==> src/rtl/multi_cycle_controller_pkg.sv <==
// Shared types and encodings for the multi-cycle RV32I controller.
// State enum, opcodes and datapath select codes live here.
package multi_cycle_controller_pkg;

  typedef enum logic [3:0] {
    S_FETCH,
    S_DECODE,
    S_MEM_ADDR,
    S_MEM_READ,
    S_MEM_WB,
    S_MEM_WRITE,
    S_EXEC_R,
    S_EXEC_I,
    S_ALU_WB,
    S_BRANCH,
    S_JAL,
    S_JALR_ADDR,
    S_LUI_WB
  } state_t;

  localparam logic [6:0] OPC_LW   = 7'b0000011;
  localparam logic [6:0] OPC_SW   = 7'b0100011;
  localparam logic [6:0] OPC_R    = 7'b0110011;
  localparam logic [6:0] OPC_I    = 7'b0010011;
  localparam logic [6:0] OPC_B    = 7'b1100011;
  localparam logic [6:0] OPC_LUI  = 7'b0110111;
  localparam logic [6:0] OPC_JAL  = 7'b1101111;
  localparam logic [6:0] OPC_JALR = 7'b1100111;

  localparam logic [1:0] SRC_A_PC    = 2'b00;
  localparam logic [1:0] SRC_A_OLDPC = 2'b01;
  localparam logic [1:0] SRC_A_RS1   = 2'b10;

  localparam logic [1:0] SRC_B_RS2  = 2'b00;
  localparam logic [1:0] SRC_B_IMM  = 2'b01;
  localparam logic [1:0] SRC_B_FOUR = 2'b10;

  localparam logic [1:0] ALU_ADD   = 2'b00;
  localparam logic [1:0] ALU_SUB   = 2'b01;
  localparam logic [1:0] ALU_RTYPE = 2'b10;
  localparam logic [1:0] ALU_ITYPE = 2'b11;

  localparam logic [2:0] IMM_I = 3'b000;
  localparam logic [2:0] IMM_S = 3'b001;
  localparam logic [2:0] IMM_B = 3'b010;
  localparam logic [2:0] IMM_U = 3'b011;
  localparam logic [2:0] IMM_J = 3'b100;

  localparam logic [1:0] RES_ALUOUT = 2'b00;
  localparam logic [1:0] RES_DATA   = 2'b01;
  localparam logic [1:0] RES_ALU    = 2'b10;
  localparam logic [1:0] RES_IMM    = 2'b11;

  // States whose exit to FETCH completes an instruction
  function automatic logic is_terminal(
    input state_t s
  );
    return (s == S_MEM_WB)    ||
           (s == S_MEM_WRITE) ||
           (s == S_ALU_WB)    ||
           (s == S_BRANCH)    ||
           (s == S_LUI_WB);
  endfunction

endpackage

==> src/rtl/multi_cycle_controller_branch_resolver.sv <==
// Conditional-branch decision from funct3 and ALU flags.
// Reduced build resolves beq only.
module multi_cycle_controller_branch_resolver #(
  parameter bit BRANCH_FULL = 1'b1
) (
  input  logic [2:0] i_funct3,
  input  logic       i_zero,
  input  logic       i_neg,
  output logic       o_taken
);

  always_comb begin
    o_taken = 1'b0;
    case (i_funct3)
      3'b000:  o_taken = i_zero;
      3'b001:  o_taken = BRANCH_FULL && !i_zero;
      3'b100:  o_taken = BRANCH_FULL && i_neg;
      3'b101:  o_taken = BRANCH_FULL && !i_neg;
      default: o_taken = 1'b0;
    endcase
  end

endmodule

==> src/rtl/multi_cycle_controller.sv <==
// Moore FSM sequencing a shared-resource RV32I datapath,
// with memory handshake and a retired-instruction counter.
module multi_cycle_controller
  import multi_cycle_controller_pkg::*;
#(
  parameter bit SUPPORT_JALR = 1'b1,
  parameter bit BRANCH_FULL  = 1'b1,
  parameter int CNT_W        = 32
) (
  input  logic             clk,
  input  logic             rst,
  input  logic [6:0]       opc,
  input  logic [2:0]       funct3,
  input  logic             zero,
  input  logic             neg,
  input  logic             mem_ready,
  output logic             mem_req,
  output logic             mem_write,
  output logic             adr_src,
  output logic             ir_write,
  output logic             pc_write,
  output logic             reg_write,
  output logic [1:0]       alu_src_a,
  output logic [1:0]       alu_src_b,
  output logic [1:0]       alu_op,
  output logic [2:0]       imm_src,
  output logic [1:0]       result_src,
  output logic             illegal_instr,
  output logic [CNT_W-1:0] retired
);

  state_t           r_state;
  state_t           w_state_next;
  logic [CNT_W-1:0] r_retired;
  logic             w_taken;
  logic             w_retire;

  logic w_is_ls;
  logic w_is_sw;
  logic w_is_r;
  logic w_is_i;
  logic w_is_b;
  logic w_is_jal;
  logic w_is_lui;
  logic w_is_jalr;

  assign w_is_sw   = (opc == OPC_SW);
  assign w_is_ls   = (opc == OPC_LW) || w_is_sw;
  assign w_is_r    = (opc == OPC_R);
  assign w_is_i    = (opc == OPC_I);
  assign w_is_b    = (opc == OPC_B);
  assign w_is_jal  = (opc == OPC_JAL);
  assign w_is_lui  = (opc == OPC_LUI);
  assign w_is_jalr = SUPPORT_JALR &&
                     (opc == OPC_JALR);

  multi_cycle_controller_branch_resolver #(
    .BRANCH_FULL (BRANCH_FULL)
  ) u_branch (
    .i_funct3 (funct3),
    .i_zero   (zero),
    .i_neg    (neg),
    .o_taken  (w_taken)
  );

  always_ff @(posedge clk) begin
    if (rst) r_state <= S_FETCH;
    else     r_state <= w_state_next;
  end

  assign w_retire = is_terminal(r_state) &&
                    (w_state_next == S_FETCH);

  always_ff @(posedge clk) begin
    if (rst)
      r_retired <= '0;
    else if (w_retire)
      r_retired <= r_retired + CNT_W'(1);
  end

  assign retired = r_retired;

  always_comb begin
    w_state_next  = r_state;
    mem_req       = 1'b0;
    mem_write     = 1'b0;
    adr_src       = 1'b0;
    ir_write      = 1'b0;
    pc_write      = 1'b0;
    reg_write     = 1'b0;
    alu_src_a     = SRC_A_PC;
    alu_src_b     = SRC_B_RS2;
    alu_op        = ALU_ADD;
    imm_src       = IMM_I;
    result_src    = RES_ALUOUT;
    illegal_instr = 1'b0;

    unique case (r_state)
      S_FETCH: begin
        mem_req    = 1'b1;
        alu_src_a  = SRC_A_PC;
        alu_src_b  = SRC_B_FOUR;
        alu_op     = ALU_ADD;
        result_src = RES_ALU;
        ir_write   = mem_ready;
        pc_write   = mem_ready;
        if (mem_ready)
          w_state_next = S_DECODE;
      end
      S_DECODE: begin
        // Branch/jump target precomputed into ALUOut
        alu_src_a = SRC_A_OLDPC;
        alu_src_b = SRC_B_IMM;
        alu_op    = ALU_ADD;
        imm_src   = w_is_jal ? IMM_J : IMM_B;
        unique case (1'b1)
          w_is_ls:   w_state_next = S_MEM_ADDR;
          w_is_r:    w_state_next = S_EXEC_R;
          w_is_i:    w_state_next = S_EXEC_I;
          w_is_b:    w_state_next = S_BRANCH;
          w_is_jal:  w_state_next = S_JAL;
          w_is_lui:  w_state_next = S_LUI_WB;
          w_is_jalr: w_state_next = S_JALR_ADDR;
          default: begin
            illegal_instr = 1'b1;
            w_state_next  = S_FETCH;
          end
        endcase
      end
      S_MEM_ADDR: begin
        alu_src_a    = SRC_A_RS1;
        alu_src_b    = SRC_B_IMM;
        alu_op       = ALU_ADD;
        imm_src      = w_is_sw ? IMM_S : IMM_I;
        w_state_next = w_is_sw ? S_MEM_WRITE
                               : S_MEM_READ;
      end
      S_MEM_READ: begin
        mem_req = 1'b1;
        adr_src = 1'b1;
        if (mem_ready)
          w_state_next = S_MEM_WB;
      end
      S_MEM_WB: begin
        result_src   = RES_DATA;
        reg_write    = 1'b1;
        w_state_next = S_FETCH;
      end
      S_MEM_WRITE: begin
        mem_req   = 1'b1;
        mem_write = 1'b1;
        adr_src   = 1'b1;
        if (mem_ready)
          w_state_next = S_FETCH;
      end
      S_EXEC_R: begin
        alu_src_a    = SRC_A_RS1;
        alu_src_b    = SRC_B_RS2;
        alu_op       = ALU_RTYPE;
        w_state_next = S_ALU_WB;
      end
      S_EXEC_I: begin
        alu_src_a    = SRC_A_RS1;
        alu_src_b    = SRC_B_IMM;
        alu_op       = ALU_ITYPE;
        imm_src      = IMM_I;
        w_state_next = S_ALU_WB;
      end
      S_ALU_WB: begin
        result_src   = RES_ALUOUT;
        reg_write    = 1'b1;
        w_state_next = S_FETCH;
      end
      S_BRANCH: begin
        alu_src_a    = SRC_A_RS1;
        alu_src_b    = SRC_B_RS2;
        alu_op       = ALU_SUB;
        result_src   = RES_ALUOUT;
        pc_write     = w_taken;
        w_state_next = S_FETCH;
      end
      S_JAL: begin
        // PC takes target from ALUOut; ALU forms OldPC+4 for rd
        alu_src_a    = SRC_A_OLDPC;
        alu_src_b    = SRC_B_FOUR;
        alu_op       = ALU_ADD;
        result_src   = RES_ALUOUT;
        pc_write     = 1'b1;
        w_state_next = S_ALU_WB;
      end
      S_JALR_ADDR: begin
        alu_src_a    = SRC_A_RS1;
        alu_src_b    = SRC_B_IMM;
        alu_op       = ALU_ADD;
        imm_src      = IMM_I;
        w_state_next = S_JAL;
      end
      S_LUI_WB: begin
        imm_src      = IMM_U;
        result_src   = RES_IMM;
        reg_write    = 1'b1;
        w_state_next = S_FETCH;
      end
      default: w_state_next = S_FETCH;
    endcase

    if (rst) begin
      mem_req       = 1'b0;
      mem_write     = 1'b0;
      adr_src       = 1'b0;
      ir_write      = 1'b0;
      pc_write      = 1'b0;
      reg_write     = 1'b0;
      alu_src_a     = 2'b00;
      alu_src_b     = 2'b00;
      alu_op        = 2'b00;
      imm_src       = 3'b000;
      result_src    = 2'b00;
      illegal_instr = 1'b0;
    end
  end

endmodule

==> config.mk <==
export PLATFORM = sky130hd
export DESIGN_NAME = multi_cycle_controller
export DESIGN_NICKNAME = d
export VERILOG_FILES = /design/src/rtl/multi_cycle_controller_pkg.sv /design/src/rtl/multi_cycle_controller_branch_resolver.sv /design/src/rtl/multi_cycle_controller.sv
export SDC_FILE = /design/constraint.sdc
export NUM_CORES = 1
export LEC_CHECK = 0
export CAP_MARGIN = 5
export CORE_UTILIZATION = 45
export DETAILED_ROUTE_END_ITERATION = 12
export PLACE_DENSITY = 0.77
export SLEW_MARGIN = 15
export SYNTH_ARGS = -nofsm -noshare
export SYNTH_HDL_FRONTEND = slang
export SYNTH_HIERARCHICAL = 1
export SYNTH_SLANG_ARGS = --single-unit
==> constraint.sdc <==
create_clock -name clk -period 3.1 [get_ports clk]
set_input_delay 0.62 -clock clk [delete_from_list [all_inputs] [get_ports clk]]
set_output_delay 0.62 -clock clk [all_outputs]
set_load 0.03 [all_outputs]
# --- After elaboration in Yosys (flattened, before gate mapping) ---
# Index checks and enable logic that the tools add are counted.
op_classes:
  n_addsub: 1
  eq_ne: 23
  mux: 34
  n_reduce_logical: 20
ops:
  columns: ["op", "n"]
  rows:
  - ["4-bit one-hot mux with 7 select lines", 2]
  - ["32-bit by 1-bit adder with 32-bit output (second input constant)", 1]
  - ["7-bit by 6-bit == test with 1-bit output (second input constant)", 3]
  - ["7-bit == test (second input constant)", 3]
  - ["4-bit == test (second input constant)", 5]
  - ["4-bit by 3-bit == test with 1-bit output (second input constant)", 4]
  - ["1-bit two-way mux", 15]
  - ["4-bit two-way mux", 3]
  - ["2-bit one-hot mux with 3 select lines", 2]
  - ["3-bit two-way mux", 3]
  - ["3-bit one-hot mux with 3 select lines", 1]
  - ["3-bit OR reduction", 3]
  - ["4-bit by 2-bit == test with 1-bit output (second input constant)", 2]
  - ["4-bit logical NOT", 2]
  - ["2-bit two-way mux", 4]
  - ["2-bit one-hot mux with 2 select lines", 2]
  - ["7-bit by 2-bit == test with 1-bit output (second input constant)", 1]
  - ["7-bit by 5-bit == test with 1-bit output (second input constant)", 1]
  - ["7-bit OR reduction", 1]
  - ["3-bit == test (second input constant)", 2]
  - ["2-bit OR reduction", 3]
  - ["1-bit logical OR", 5]
  - ["5-bit OR reduction", 1]
  - ["4-bit by 1-bit == test with 1-bit output (second input constant)", 1]
  - ["7 further kinds", 8]
word_totals:
  register_bits: 36
  in_bits: 15

# --- Longest topological paths before layout ---
logic_depth:
  depth_word: 6
  ltp_mapped: 7

# --- Modules after synthesis ---
# The synthesis kept the hierarchy.
modules_own_cells:
  columns: ["module", "instances", "cells_each", "area_per_inst_um2"]
  rows:
  - ["multi_cycle_controller", 1, 271, 2134.5]
  - ["multi_cycle_controller_branch_resolver", 1, 4, 31.3]

# --- Least setup slack after synthesis ---
# No wires, ideal clock.
synth_path:
  path_kind: "reg2out"
  start: "reg r_state[0]"
  end: "out illegal_instr"
  arrival_time_ps: 1945
  required_time_ps: 2480
  slack_ps: 535
  path_stages_with_launch: 5
  path_buffers: 1
  path_cell_list: "dfxtp_1 > clkbuf_1 > nor2b_1 > nand2_1 > nor4_1"
synth_via:
  elab_chain_len: 3
synth_rtl:
  columns: ["item", "line_no", "rtl"]
  rows:
  - ["start, declared", "multi_cycle_controller.sv:32", "state_t r_state;"]
  - ["start signal, assigned", "multi_cycle_controller.sv:68", "else r_state <= w_state_next;"]
  - ["4-bit by 1-bit == test with 1-bit output", "multi_cycle_controller.sv:98", "unique case (r_state)"]
  - ["1-bit two-way mux", "multi_cycle_controller.sv:98", null]
  - ["1-bit two-way mux", "multi_cycle_controller.sv:207", "if (rst) begin"]
  - ["end, declared", "multi_cycle_controller.sv:28", "output logic illegal_instr,"]
# Every way passes these cells.

# --- Worst setup path in the final report ---
layout_path:
  start: "in funct3[2]"
  end: "out pc_write"
layout_via:
  elab_chain_len: 4
  word_cells_on_any_way: 7
  classes_between: "eq/ne: 3; mux: 3; reduce/logical: 1"
layout_rtl:
  columns: ["item", "line_no", "rtl"]
  rows:
  - ["start, declared", "multi_cycle_controller.sv:13", "input logic [2:0] funct3,"]
  - ["3-bit == test (tied with other cells)", "multi_cycle_controller_branch_resolver.sv:14", "case (i_funct3)"]
  - ["1-bit one-hot mux with 4 select lines *", "multi_cycle_controller_branch_resolver.sv:14", null]
  - ["named net w_taken", "multi_cycle_controller.sv:35", "logic w_taken;"]
  - ["1-bit one-hot mux with 3 select lines *", "multi_cycle_controller.sv:98", null]
  - ["1-bit two-way mux *", "multi_cycle_controller.sv:207", null]
  - ["end, declared", "multi_cycle_controller.sv:21", "output logic pc_write,"]
# The timed path passes the listed nets; every way through them passes the cells marked *.

==> flow_summary.json <==
{
  "status": "finished, violations left",
  "violations": "design-rule violations",
  "p_per_area_nw_per_um2": 299,
  "viasPerCell": 5.66,
  "syn_area_um2": 2170,
  "drt-wirelength-per-cell_um": 13.8,
  "final_max_slew_viol_count": 0,
  "placed_cell_area_um2": 2830,
  "grt_start_max_net_pins": 42,
  "vias": 2213,
  "finalSetupViolations": 0,
  "hold_path.startpoint": "retired[31]",
  "critical_path_class": "input pin to primary output",
  "die_w_um": 71.4,
  "drc": 4,
  "hold_buffers": 0,
  "fin_util_pct": 64.9,
  "fillCellCount": 406,
  "hold_class": "flop to flop",
  "critPathArrivalTime_ns": 2.28,
  "relSlewSlack_pct": 63.4,
  "crit_start": "funct3[2]",
  "postSynthNetCount": 291,
  "finalNonFillerCells": 391,
  "grt_antenna_before_repair": 0,
  "cellLeakagePower_nw": 1.00,
  "yosysTopAreaCellShare_pct": 33.3,
  "port-buffer-count": 64,
  "drtPass1Iterations": 8,
  "cp_max_fo": 1,
  "drive_gt1_share_pct": 12.7,
  "synth_area_per_cell_um2": 7.88,
  "root_buffer": "clkbuf_8",
  "clk_latency_ns": 0.29,
  "place.gp.congestion": 0.864,
  "cts.sinks": 36,
  "ir_drop_uv": 247,
  "cap_violations": 0,
  "cts_made_buffers": 5,
  "rows": 24,
  "post-cts-setup-buffer-count": 0,
  "yosys-top-cells-area": "dfxtp_1 33%, nor2_1 6.8%, xnor2_1 5.7%",
  "grt_pass1_vias": 1949,
  "area_growth_pct": 34.1,
  "io_pins": 65,
  "r2r-start": "r_state[3]",
  "grt_pass1_wl_mm": 8.88,
  "synth_ff_type": "dfxtp_1",
  "fmax_ghz": 0.345,
  "ant_nets": 0,
  "report.final.hold_viol_count": 0,
  "grtUsageTotal_pct": 21.9,
  "dp_cells": 384,
  "start_util_pct": 48.4,
  "synth_edf_count": 0,
  "core-area_um2": 4470,
  "clk_pin_slew_worst_paths_ns": 0.07,
  "critPathLaunchType": "input pin",
  "fin_nets": 355,
  "finalInstanceArea_um2": 2900,
  "antenna_cells": 0,
  "required_ns": 2.48,
  "grt_overflow": 0,
  "synth_top_area_cell": "dfxtp_1",
  "yosysWarningCount": 6,
  "hold_ws_ns": 0.481,
  "synth_cell_types": 44,
  "rsz0062_at_grt": "no",
  "die-area_um2": 5090,
  "tritoncts": "yes",
  "synthCells": 275,
  "die_h_um": 71.4,
  "htree_levels": 2,
  "cts_buffer_depth": 2,
  "finalClockSkew_ns": 0.00590,
  "drt-initial-drc-count": 116,
  "min_period_ns": 2.90,
  "cp-end-kind": "primary output",
  "worst_slew_pin_slew_ns": 0.548,
  "synthArstFlopShare_pct": 0,
  "yosys_register_bits": 36,
  "wl_mm": 5.41,
  "seq_area_frac_synth_pct": 33.3,
  "finalCritPeriodShare_pct": 93.4,
  "place_hpwl_mm": 3.86
}
[cells in the final DEF, fill, tap and decap left out, drive strengths merged, types with 7 or more instances in the layout]
| cell | synthesis | layout |
|---|---|---|
| nor3 | 14 | 14 |
| xnor2 | 14 | 14 |
| a21oi | 12 | 12 |
| nor2b | 9 | 9 |
| xor2 | 14 | 14 |
| dfxtp | 36 | 36 |
| buf | 5 | 24 |
| clkdlybuf4s50 | 0 | 48 |
| clkbuf | 11 | 7 |
| nor4 | 8 | 8 |
| and2 | 8 | 8 |
| nand2 | 19 | 19 |
| nor2 | 39 | 39 |
| nand3 | 12 | 12 |
| inv | 7 | 7 |
| nand4 | 14 | 14 |
[critical path: stages]
cell and delay [ns]:
clkdlybuf4s50_1 0.47, mux2i_1 0.19, mux2_2 0.35, a21oi_1 0.13, nor3_1 0.05, or2_2 0.27
clkbuf_2 0.19
[report_power, final]
part           internal (W)  switching [W]  total (W)
clock              0.000153       0.000157   0.000309
sequential         0.000463     0.00000191   0.000465
combinational     0.0000426      0.0000516  0.0000943
[cell usage after synthesis (all sizes together) (4+ instances only)]
cell type	n
nor4	8
xor2	14
and4	6
dfxtp	36
xnor2	14
or4	4
and2	8
buf	5
clkbuf	11
nor2	39
nand2	19
nand3	12
nor3	14
and3	4
nand4	14
nor2b	9
o21ai	6
a21oi	12
inv	7
nand3b	5
[cell type report]
type / count / area, um2 / share of cell area (%)
clock buffers: 6 / 72.6 / 2.50
inverters: 7 / 26.3 / 0.905
clock inverters: 1 / 5.00 / 0.172
repair buffers: 73 / 666 / 22.9
multi-input cells: 216 / 1350 / 46.4
flip-flops and latches: 36 / 721 / 24.8
well taps: 52 / 65.1 / 2.24
[flip-flops by register name, indices dropped and copies added (netlist names)]
signal,cells
retired,32
r_state,4
[metal layers]
layer	up-vias	part of all wire [%]	track usage, %
met3	6	4.5	4.92
met4	0	1.2	8.67
met1	1056	45	28.3
li1	1099	-	-
met2	52	49	35.7
met5	-	0	0
[per-stage QoR]
| step | setup TNS (ns) | worst slack, ns | total power (W) |
|---|---|---|---|
| 2_1_floorplan | 0 | 0.535 | 0.000526 |
| 3_3_place_gp | -0.170 | -0.170 | 0.000569 |
| 3_5_place_dp | -0.204 | -0.204 | 0.000570 |
| 4_1_cts | 0 | 0.0392 | 0.000880 |
| 5_1_grt | 0 | 0.111 | 0.000904 |
| 6_report | 0 | 0.204 | 0.000869 |
[cell families (layout without fill, tap and decap cells)]
logic type / Yosys count / in the layout / synth area share [%]
buffers and inverters: 23 / 87 / 4.45
XOR/XNOR: 28 / 28 / 11.3
multiplexers: 5 / 5 / 2.43
AO/OA/AOI/OAI: 32 / 32 / 9.59
adder cells (fa/ha/maj): 1 / 1 / 0.578
AND/OR/NAND/NOR: 150 / 150 / 38.4
flip-flops: 36 / 36 / 33.3
[path summary, 6_finish.rpt]
check	depth (start not counted)	endpoint	slack [ns]
worst min-delay path	2	retired[31]	0.48
worst max register to register	6	retired[20]	1.00
worst min register to register	2	retired[31]	0.48
worst max-delay path	7	pc_write	0.20
[repair_timing]
action | in CTS | in global routing
pin swaps | 0 | 0
gates resized for setup | 1 | 2
setup endpoints to repair | 1 | 1
Power figures use the tool's default switching activity.
